[src/rtl/seg_scan_ctrl_if.sv]
// -----------------------------------------------------------------------------
// seg_scan_ctrl_if
// Bundle between the datapath side and the seven-segment scan controller.
//
// Signals:
//   wr_en       write strobe into the shadow digit file
//   wr_addr     digit index, 0 = leftmost digit (seg_com bit 7)
//   wr_data     digit value 0..15
//   wr_dp       decimal point of the addressed digit
//   wr_on       enable of the addressed digit
//   commit      request to promote shadow to active at the next frame boundary
//   commit_done one-cycle pulse after the promotion
//   frame_tick  one-cycle pulse after every frame boundary
//   seg_com     digit select, active-low
//   seg_data    segments {dp,g,f,e,d,c,b,a}, active-high
//
// Modports:
//   master  the writer / board side (drives the write port and commit)
//   slave   the scan controller
// -----------------------------------------------------------------------------
interface seg_scan_ctrl_if;
  logic       wr_en;
  logic [2:0] wr_addr;
  logic [3:0] wr_data;
  logic       wr_dp;
  logic       wr_on;
  logic       commit;
  logic       commit_done;
  logic       frame_tick;
  logic [7:0] seg_com;
  logic [7:0] seg_data;

  modport master (
    output wr_en, wr_addr, wr_data, wr_dp, wr_on, commit,
    input  commit_done, frame_tick, seg_com, seg_data
  );

  modport slave (
    input  wr_en, wr_addr, wr_data, wr_dp, wr_on, commit,
    output commit_done, frame_tick, seg_com, seg_data
  );
endinterface

[src/rtl/seg_scan_ctrl.sv]
// -----------------------------------------------------------------------------
// seg_scan_ctrl
// Time-multiplexed scan controller for an up-to-8-digit common-anode
// seven-segment display. Each digit owns a fixed slot of SCAN_DIV cycles;
// the first BLANK_CYC cycles of each slot are dark to suppress ghosting.
// Digit contents are written into a shadow file and promoted to the
// displayed (active) file atomically at a frame boundary after a commit.
//
// Parameters:
//   NUM_DIGITS  scanned digits, 1..8
//   SCAN_DIV    mclk cycles per digit slot, >= BLANK_CYC+2
//   BLANK_CYC   dark cycles at the start of each slot
//
// Ports:
//   mclk        system clock, rising edge
//   rst         asynchronous active-low reset
//   bus         seg_scan_ctrl_if.slave (write port, commit handshake,
//               frame_tick, seg_com/seg_data display pins)
//
// Build option:
//   SEG_HEX_DECODE_EN  when defined, values 10..15 show A,b,C,d,E,F;
//                      otherwise those values light no segments (dp still
//                      follows the entry).
// -----------------------------------------------------------------------------
module seg_scan_ctrl #(
  parameter int NUM_DIGITS = 8,
  parameter int SCAN_DIV   = 10000,
  parameter int BLANK_CYC  = 4
) (
  input  logic           mclk,
  input  logic           rst,
  seg_scan_ctrl_if.slave bus
);

  localparam int               CNT_W     = (SCAN_DIV > 1) ? $clog2(SCAN_DIV) : 1;
  localparam logic [CNT_W-1:0] CNT_ZERO  = {CNT_W{1'b0}};
  localparam logic [CNT_W-1:0] CNT_ONE   = CNT_W'(1);
  localparam logic [CNT_W-1:0] CNT_LAST  = CNT_W'(SCAN_DIV - 1);
  localparam logic [CNT_W-1:0] CNT_BLANK = CNT_W'(BLANK_CYC);
  localparam logic [2:0]       IDX_LAST  = 3'(NUM_DIGITS - 1);
  localparam logic [3:0]       NUM_D4    = 4'(NUM_DIGITS);
  // Entry layout: [5:2] value, [1] dp, [0] on. Reset shows a lit "0".
  localparam logic [5:0]       ENTRY_RST = 6'b000001;

  // Seven-segment decode, bit order gfedcba.
  function automatic logic [6:0] seg_decode(input logic [3:0] value);
    logic [6:0] segs;
    case (value)
      4'd0:    segs = 7'h3F;
      4'd1:    segs = 7'h06;
      4'd2:    segs = 7'h5B;
      4'd3:    segs = 7'h4F;
      4'd4:    segs = 7'h66;
      4'd5:    segs = 7'h6D;
      4'd6:    segs = 7'h7D;
      4'd7:    segs = 7'h07;
      4'd8:    segs = 7'h7F;
      4'd9:    segs = 7'h67;
`ifdef SEG_HEX_DECODE_EN
      4'd10:   segs = 7'h77;
      4'd11:   segs = 7'h7C;
      4'd12:   segs = 7'h39;
      4'd13:   segs = 7'h5E;
      4'd14:   segs = 7'h79;
      4'd15:   segs = 7'h71;
`endif
      default: segs = 7'h00;
    endcase
    return segs;
  endfunction

  logic [CNT_W-1:0] r_cnt;
  logic [2:0]       r_idx;
  logic             r_pending;
  logic [5:0]       r_shadow [0:7];
  logic [5:0]       r_active [0:7];
  logic [7:0]       r_seg_com;
  logic [7:0]       r_seg_data;
  logic             r_commit_done;
  logic             r_frame_tick;

  logic             w_slot_end;
  logic             w_frame_end;
  logic             w_copy;
  logic             w_wr_ok;
  logic             w_blank;
  logic [5:0]       w_cur;
  logic [7:0]       w_com_nxt;
  logic [7:0]       w_data_nxt;

  assign w_slot_end  = (r_cnt == CNT_LAST);
  assign w_frame_end = w_slot_end && (r_idx == IDX_LAST);
  // A commit arriving on the boundary edge itself is honoured immediately.
  assign w_copy      = w_frame_end && (r_pending || bus.commit);
  assign w_wr_ok     = bus.wr_en && ({1'b0, bus.wr_addr} < NUM_D4);
  assign w_blank     = (r_cnt < CNT_BLANK);
  assign w_cur       = r_active[r_idx];

  // Next display values from the current slot position and active entry.
  always_comb begin
    w_com_nxt  = 8'hFF;
    w_data_nxt = 8'h00;
    if (!w_blank && w_cur[0]) begin
      // Digit 0 is the leftmost, driven on seg_com bit 7.
      w_com_nxt  = ~(8'h80 >> r_idx);
      w_data_nxt = {w_cur[1], seg_decode(w_cur[5:2])};
    end else begin
      w_com_nxt  = 8'hFF;
      w_data_nxt = 8'h00;
    end
  end

  // Slot counter and digit index.
  always_ff @(posedge mclk or negedge rst) begin
    if (!rst) begin
      r_cnt <= CNT_ZERO;
      r_idx <= 3'd0;
    end else if (w_slot_end) begin
      r_cnt <= CNT_ZERO;
      if (r_idx == IDX_LAST) begin
        r_idx <= 3'd0;
      end else begin
        r_idx <= r_idx + 3'd1;
      end
    end else begin
      r_cnt <= r_cnt + CNT_ONE;
    end
  end

  // Shadow writes and the frame-boundary shadow-to-active copy.
  // Non-blocking semantics make the copy see pre-edge shadow contents,
  // so a write on the copy edge stays in shadow only.
  always_ff @(posedge mclk or negedge rst) begin
    if (!rst) begin
      for (int i = 0; i < 8; i++) begin
        r_shadow[i] <= ENTRY_RST;
        r_active[i] <= ENTRY_RST;
      end
    end else begin
      if (w_wr_ok) begin
        r_shadow[bus.wr_addr] <= {bus.wr_data, bus.wr_dp, bus.wr_on};
      end
      if (w_copy) begin
        for (int i = 0; i < 8; i++) begin
          r_active[i] <= r_shadow[i];
        end
      end
    end
  end

  // Commit request latch; multiple requests before a boundary collapse.
  always_ff @(posedge mclk or negedge rst) begin
    if (!rst) begin
      r_pending <= 1'b0;
    end else if (w_copy) begin
      r_pending <= 1'b0;
    end else if (bus.commit) begin
      r_pending <= 1'b1;
    end else begin
      r_pending <= r_pending;
    end
  end

  // Registered display pins and status pulses.
  always_ff @(posedge mclk or negedge rst) begin
    if (!rst) begin
      r_seg_com     <= 8'hFF;
      r_seg_data    <= 8'h00;
      r_frame_tick  <= 1'b0;
      r_commit_done <= 1'b0;
    end else begin
      r_seg_com     <= w_com_nxt;
      r_seg_data    <= w_data_nxt;
      r_frame_tick  <= w_frame_end;
      r_commit_done <= w_copy;
    end
  end

  assign bus.seg_com     = r_seg_com;
  assign bus.seg_data    = r_seg_data;
  assign bus.frame_tick  = r_frame_tick;
  assign bus.commit_done = r_commit_done;

endmodule

[src/flat_wrapper.sv]
// flat-port wrapper written by rule: the top's interface ports become plain ports
module seg_scan_ctrl_flat 
#(
  parameter int NUM_DIGITS = 8,
  parameter int SCAN_DIV   = 10000,
  parameter int BLANK_CYC  = 4
)
  (mclk, rst, bus_wr_en, bus_wr_addr, bus_wr_data, bus_wr_dp, bus_wr_on, bus_commit, bus_commit_done, bus_frame_tick, bus_seg_com, bus_seg_data);
  seg_scan_ctrl_if bus_i ();
  input  logic mclk;
  input  logic rst;
  input wire logic [$bits(bus_i.wr_en)-1:0] bus_wr_en;
  input wire logic [$bits(bus_i.wr_addr)-1:0] bus_wr_addr;
  input wire logic [$bits(bus_i.wr_data)-1:0] bus_wr_data;
  input wire logic [$bits(bus_i.wr_dp)-1:0] bus_wr_dp;
  input wire logic [$bits(bus_i.wr_on)-1:0] bus_wr_on;
  input wire logic [$bits(bus_i.commit)-1:0] bus_commit;
  output wire logic [$bits(bus_i.commit_done)-1:0] bus_commit_done;
  output wire logic [$bits(bus_i.frame_tick)-1:0] bus_frame_tick;
  output wire logic [$bits(bus_i.seg_com)-1:0] bus_seg_com;
  output wire logic [$bits(bus_i.seg_data)-1:0] bus_seg_data;
  assign bus_i.wr_en = bus_wr_en;
  assign bus_i.wr_addr = bus_wr_addr;
  assign bus_i.wr_data = bus_wr_data;
  assign bus_i.wr_dp = bus_wr_dp;
  assign bus_i.wr_on = bus_wr_on;
  assign bus_i.commit = bus_commit;
  assign bus_commit_done = bus_i.commit_done;
  assign bus_frame_tick = bus_i.frame_tick;
  assign bus_seg_com = bus_i.seg_com;
  assign bus_seg_data = bus_i.seg_data;
  seg_scan_ctrl #(.NUM_DIGITS(NUM_DIGITS), .SCAN_DIV(SCAN_DIV), .BLANK_CYC(BLANK_CYC)) u_core (.mclk(mclk), .rst(rst), .bus(bus_i));
endmodule
[config.mk]
export PLATFORM = sky130hd
export DESIGN_NAME = seg_scan_ctrl_flat
export DESIGN_NICKNAME = d
export VERILOG_FILES = /design/src/rtl/seg_scan_ctrl_if.sv /design/src/rtl/seg_scan_ctrl.sv /design/src/flat_wrapper.sv
export SDC_FILE = /design/constraint.sdc
export NUM_CORES = 1
export LEC_CHECK = 0
export CORE_ASPECT_RATIO = 0.7
export CORE_UTILIZATION = 60
export CTS_BUF_LIST = sky130_fd_sc_hd__clkbuf_8
export DETAILED_ROUTE_END_ITERATION = 7
export GPL_ROUTABILITY_DRIVEN = 1
export PLACE_DENSITY = 0.92
export SETUP_SLACK_MARGIN = 0.4
export SLEW_MARGIN = 0
export SYNTH_ARGS = -nofsm -noshare
export SYNTH_HDL_FRONTEND = slang
export SYNTH_SLANG_ARGS = --single-unit
[constraint.sdc]
create_clock -name mclk -period 3.5 [get_ports mclk]
set_clock_uncertainty 0.15 [all_clocks]
set_input_delay 0.7 -clock mclk [delete_from_list [all_inputs] [get_ports mclk]]
set_output_delay 0.7 -clock mclk [all_outputs]
set_load 0.02 [all_outputs]
==> After elaboration in Yosys (flattened, before gate mapping) <==
Memory sizes are Yosys's and may differ from the RTL's.
Cells that the tools add are included.
{ "totals": {"input_bits": 13, "elab_cells": 55, "register_bits": 132, "rom_bits": 112, "mem_count": 1, "output_inout_bits": 18} }
{ "mem_list": {"columns": ["memory", "words", "width", "read_ports", "rd_clocked_by_memory_dff", "write_ports", "line", "source"], "rows": [
  ["(no name shown)", 16, 7, 1, 0, 0, "seg_scan_ctrl.sv:48", "case (value)"]
]} }
{ "op_classes": {"bitwise": 3, "n_eq_ne": 2, "shift": 1, "n_addsub": 2, "magnitude_cmp": 4, "reduce_logical": 7, "muxes": 12} }
{ "ops": {"columns": ["cell", "n"], "rows": [
  ["bitwise mux 48 bit", 1],
  ["binary-select mux 6 bit (select 3 bit)", 1],
  ["demux 6 bit (select 3 bit)", 1],
  ["2-to-1 mux 6 bit", 3],
  ["2-to-1 mux 8 bit", 2],
  ["adder 14 x 1 -> 14 bit (second input constant)", 1],
  ["equality test 14 bit (second input constant)", 1],
  ["< comparator 14 x 3 -> 1 bit (second input constant)", 1],
  ["2-to-1 mux 14 bit", 1],
  ["greater-or-equal comparator 4 bit (second input constant)", 2],
  ["NOT 3 -> 4 bit", 2],
  ["NOT 8 bit", 1],
  [">> shifter 8 x 3 -> 8 bit (first input constant)", 1],
  ["logical AND 1 bit", 4],
  ["< comparator 4 x 1 -> 1 bit (second input constant)", 1],
  ["adder 3 x 1 -> 3 bit (second input constant)", 1],
  ["equality test 3 bit (second input constant)", 1],
  ["2-to-1 mux 3 bit", 1],
  ["2-to-1 mux 1 bit", 2],
  ["nonzero test 2 bit", 1],
  ["logical NOT 1 bit", 1],
  ["logical OR 1 bit", 1]
]} }

==> Logic depth before layout (Yosys ltp) <==
{ "logic_depth": {"ltp_word": 6, "depth_mapped": 9, "ltp_nobuf": 7} }

==> Worst setup path after synthesis <==
No wires, ideal clock.
{ "synth_path": {"path_kind": "register to register", "startpoint": "reg u_core.r_idx[0]", "endpoint": "reg u_core.r_seg_data[5] (netlist: u_core.bus.seg_data[5])", "setup_ns": 0.083, "synth_period_minus_slack_ns": 2.498, "path_stages_with_launch": 9, "path_slack_ns": 1.002, "path_buffers": 2, "arrival_time_ns": 2.265, "required_time_ns": 3.267, "path_cell_list": "dfrtp_1 > buf_6 > buf_4 > mux4_2 > mux2i_1 > inv_1 > ha_1 > or3_1 > o22ai_1"} }
{ "synth_between": {"elab_chain_cells": 6, "word_cells_on_any_way": 7, "classes_between": "4 x mux; 1 x bitwise; 1 x reduce/logical; 1 x memory"} }
{ "synth_lines": {"columns": ["item", "line", "source"], "rows": [
  ["start: declaration", "seg_scan_ctrl.sv:73", "logic [2:0] r_idx;"],
  ["start signal: assignment", "seg_scan_ctrl.sv:123", "r_idx <= r_idx + 3'd1;"],
  ["NOT 3 -> 4 bit (not written as such) *", "seg_scan_ctrl.sv:97", "assign w_cur = r_active[r_idx];"],
  ["binary-select mux 6 bit (select 3 bit) *", "seg_scan_ctrl.sv:97", null],
  ["2-to-1 mux 6 bit (not written as such) * (2 in a row)", "seg_scan_ctrl.sv:97", null],
  ["memory (16 x 7 bit) / logical AND 1 bit (equally long branches)", null, null],
  ["2-to-1 mux 8 bit *", "seg_scan_ctrl.sv:103", "if (!w_blank && w_cur[0]) begin"],
  ["via u_core.w_data_nxt[5]", "seg_scan_ctrl.sv:89", "logic [7:0] w_data_nxt;"],
  ["end signal: assignment", "seg_scan_ctrl.sv:173", "r_seg_data <= w_data_nxt;"],
  ["end: declaration", "seg_scan_ctrl.sv:78", "logic [7:0] r_seg_data;"]
]} }
The timed path passes the listed nets; every way through them passes the cells marked *. The select of a mux whose other input is x is not followed.
A chain may end at the register's enable or synchronous reset.

==> Worst setup path after layout <==
{ "layout_path": {"startpoint": "reg u_core.r_idx[0]", "endpoint": "reg u_core.r_active[10] in the netlist's numbering"} }
{ "layout_between": {"elab_chain_cells": 3} }
{ "layout_lines": {"columns": ["item", "line", "source"], "rows": [
  ["equality test 3 bit", "seg_scan_ctrl.sv:92", "assign w_frame_end = w_slot_end && (r_idx == IDX_LAST);"],
  ["logical AND 1 bit", "seg_scan_ctrl.sv:92", null],
  ["logical AND 1 bit", "seg_scan_ctrl.sv:94", "assign w_copy = w_frame_end && (r_pending || bus.commit);"],
  ["end signal: indexed assignment", "seg_scan_ctrl.sv:145", "r_active[i] <= r_shadow[i];"],
  ["end: declaration", "seg_scan_ctrl.sv:76", "logic [5:0] r_active [0:7];"]
]} }
Every way passes these cells.

==> reports/qor.yml <==
wl_per_cell_um: 18.8
swShare: 0.213
outcome: "complete, no violations"
max_freq_mhz: 354
path_cells: "buf_4 > ha_1 > ha_1 > nor3b_4 > buf_4 > mux2_2"
seq_area_frac_synth: 0.587
yosysTopAreaCellShare: 0.476
p_clk_frac: 0.397
drtIter0Drc: 248
drive_above_1_share: 0.398
internal_power_w: 0.00249
startpoint_type: "flip-flop"
antenna_found_initial: 0
max_stage_delay_ps: 640
power_leakage_nw: 2.97
r2r-start: "u_core.r_idx[0]"
ys.flop_type: "dfrtp_1"
synth_seq_cells: 132
drc: 0
cp_max_fo: 49
final_cell_mix: "dfrtp_1, mux2_2, clkdlybuf4s50_1"
synth_edf_count: 0
async_flop_share: 1.00
syn-num-nets: 404
setup_tns_ps: 0
synth_area_leader_cell: "dfrtp_1"
relSlewSlack: 0.472
tightestPinTransition_ps: 788
die_h_um: 83.4
cts_num_sinks: 132
path_clk_slew_ps: 70
dpl.hpwl_um: 7100
synth_area_leaders: "dfrtp_1, mux2_2, dfstp_2, mux4_2, ha_1"
grt_pass1_vias: 3338
max-cap-violations: 0
dieWidth_um: 118
cts_root_buf: "clkbuf_8"
cts_buffers: 17
detail_route.vias_per_cell: 5.74
yosysUniqueCellTypes: 38
core_area_mm2: 0.00911
clk_path_buf_depth: 2
worstHoldPathType: "flip-flop to flip-flop"
crit_type: "flip-flop to flip-flop"
rows: 29
hp-start: "u_core.r_cnt[0]"
p_seq_frac: 0.543
final_common_cell: "dfrtp_1"
ctsResizeCount: 0
powerDensity_mw_per_mm2: 486
drt-total-wl_um: 10500
final_cell_count_no_fill: 559
cts_tree: "built"
finalCriticalPeriod_ps: 2820
setup_viol: 0
vias: 3209
fin_nets: 447
ir_drop_v: 0.000369
portBuffers: 30
startpoint: "u_core.r_idx[0]"
n_antenna_cell: 0
postRouteAntennaNets: 0
pin_count: 31
synthCells: 379
finalMaxSlewViolations: 0
grt_max_degree: 115
area_growth_pct: 14.9
rsz0062_at_grt: "no"
cts_htree_levels: 4
first_pass_iters: 4
place_congestion: 0.840
gr-usage-all-layers: 0.243
arrival_ps: 2980
syn_avg_cell_area_um2: 15.0
p_sw_w: 0.000675
combPwrFrac: 0.060
end_kind: "flip-flop"
fin_crit_sh: 0.806
start_util: 0.623
hold_viol: 0
cp_data_required_time_ps: 3660
clk-insertion-delay-late_ps: 430
grt-ovfl-total: 0
dp_cells: 526
grt_first_pass_wirelength_um: 17700
yosys_warnings: 0
synth_area_mm2: 0.00568
cp_slowest_cell: "dfrtp_1"
dieArea_mm2: 0.00986
[Yosys cell counts, types with 4 or more instances]
library cell  count
and2_1            4
a21oi_1           4
nand4_1          10
mux4_2           10
xor2_1            6
buf_2             4
o21ai_0           5
nand3_1           9
dfrtp_1         108
o22ai_1           6
inv_1             8
nand2_1          10
mux2i_1           8
ha_1             12
nor2_1           11
dfstp_2          24
clkbuf_1          6
xnor2_1           4
mux2_2           98
[layer usage]
layer | GRT usage | wire (um) | part of all wire | vias to the layer above
met2 | 0.383 | 5090 | 0.48 | 92
met3 | 0.0584 | 618 | 0.059 | 8
met5 | 0 | 0 | 0 | -
met4 | 0.0991 | 53 | 0.0050 | 0
li1 | - | - | - | 1461
met1 | 0.328 | 4740 | 0.45 | 1648
[path summary, 6_finish.rpt]
kind,depth (start not counted),slack [ps],to
max reg2reg,6,680,u_core.r_active[10]
min,1,310,u_core.r_cnt[0]
min reg2reg,1,310,u_core.r_cnt[0]
max,6,680,u_core.r_active[10]
min in group asynchronous,2,530,u_core.bus.seg_data[2]
max in group asynchronous,3,1830,u_core.r_active[46]
[cell type report]
type	count	area (um2)
fillers	588	2580
clock buffers	19	262
multi-input cells	224	2230
inverters	9	33.8
repair buffers	38	373
clock inverters	13	131
well taps	124	155
flip-flops and latches	132	3330
[power groups by stage]
stage | logic [W] | clock network, W | registers, W
final | 0.000190 | 0.00126 | 0.00172
after detailed placement | 0.000193 | 0 | 0.00175
after global routing | 0.000213 | 0.00136 | 0.00174
after floorplan | 0.000122 | 0 | 0.00173
after global placement | 0.000182 | 0 | 0.00174
after CTS | 0.000195 | 0.00128 | 0.00172
[cells by family after synthesis]
| group | after synthesis | share of synthesized area |
|---|---|---|
| DFF | 132 | 0.587 |
| muxes | 120 | 0.264 |
| and+or+nand+nor | 65 | 0.0694 |
| buffers and inverters | 23 | 0.0201 |
| AOI/OAI and AO/OA | 17 | 0.0172 |
| adders and majority gates | 12 | 0.0265 |
| xor gates and xnor gates | 10 | 0.0154 |
[critical path: cells and delay by family (launching register included)]
family                     cells  cell delay [ps]
adders and majority gates      2              450
buffers and inverters          2              840
DFF                            1              640
muxes                          1              410
and+or+nand+nor                1              190
[state kept, by name (all words and copies together) (netlist names)]
name and count:
u_core.r_cnt 14, u_core.bus.seg_com 8, u_core.bus.commit_done 1, u_core.bus.seg_data 8
u_core.r_pending 1, u_core.bus.frame_tick 1, u_core.r_active 48, u_core.r_idx 3
u_core.r_shadow 48
[per-stage QoR]
stage	util	hold WS, ps	power (W)	area (um2)	setup WS [ps]
floorplan	-	254	0.00185	5680	1000
global placement	0.672	290	0.00192	6120	773
detailed placement	0.672	304	0.00194	6120	676
CTS	0.716	314	0.00320	6520	651
global route	0.716	332	0.00331	6520	461
finish	0.716	313	0.00317	6520	679
[what timing repair did]
action / CTS / global route
buffers inserted: 0 / 0
endpoints found under the hold margin: 10 / 0
hold buffers: 1 / 0
No activity file was read; power rests on OpenSTA's default activity.
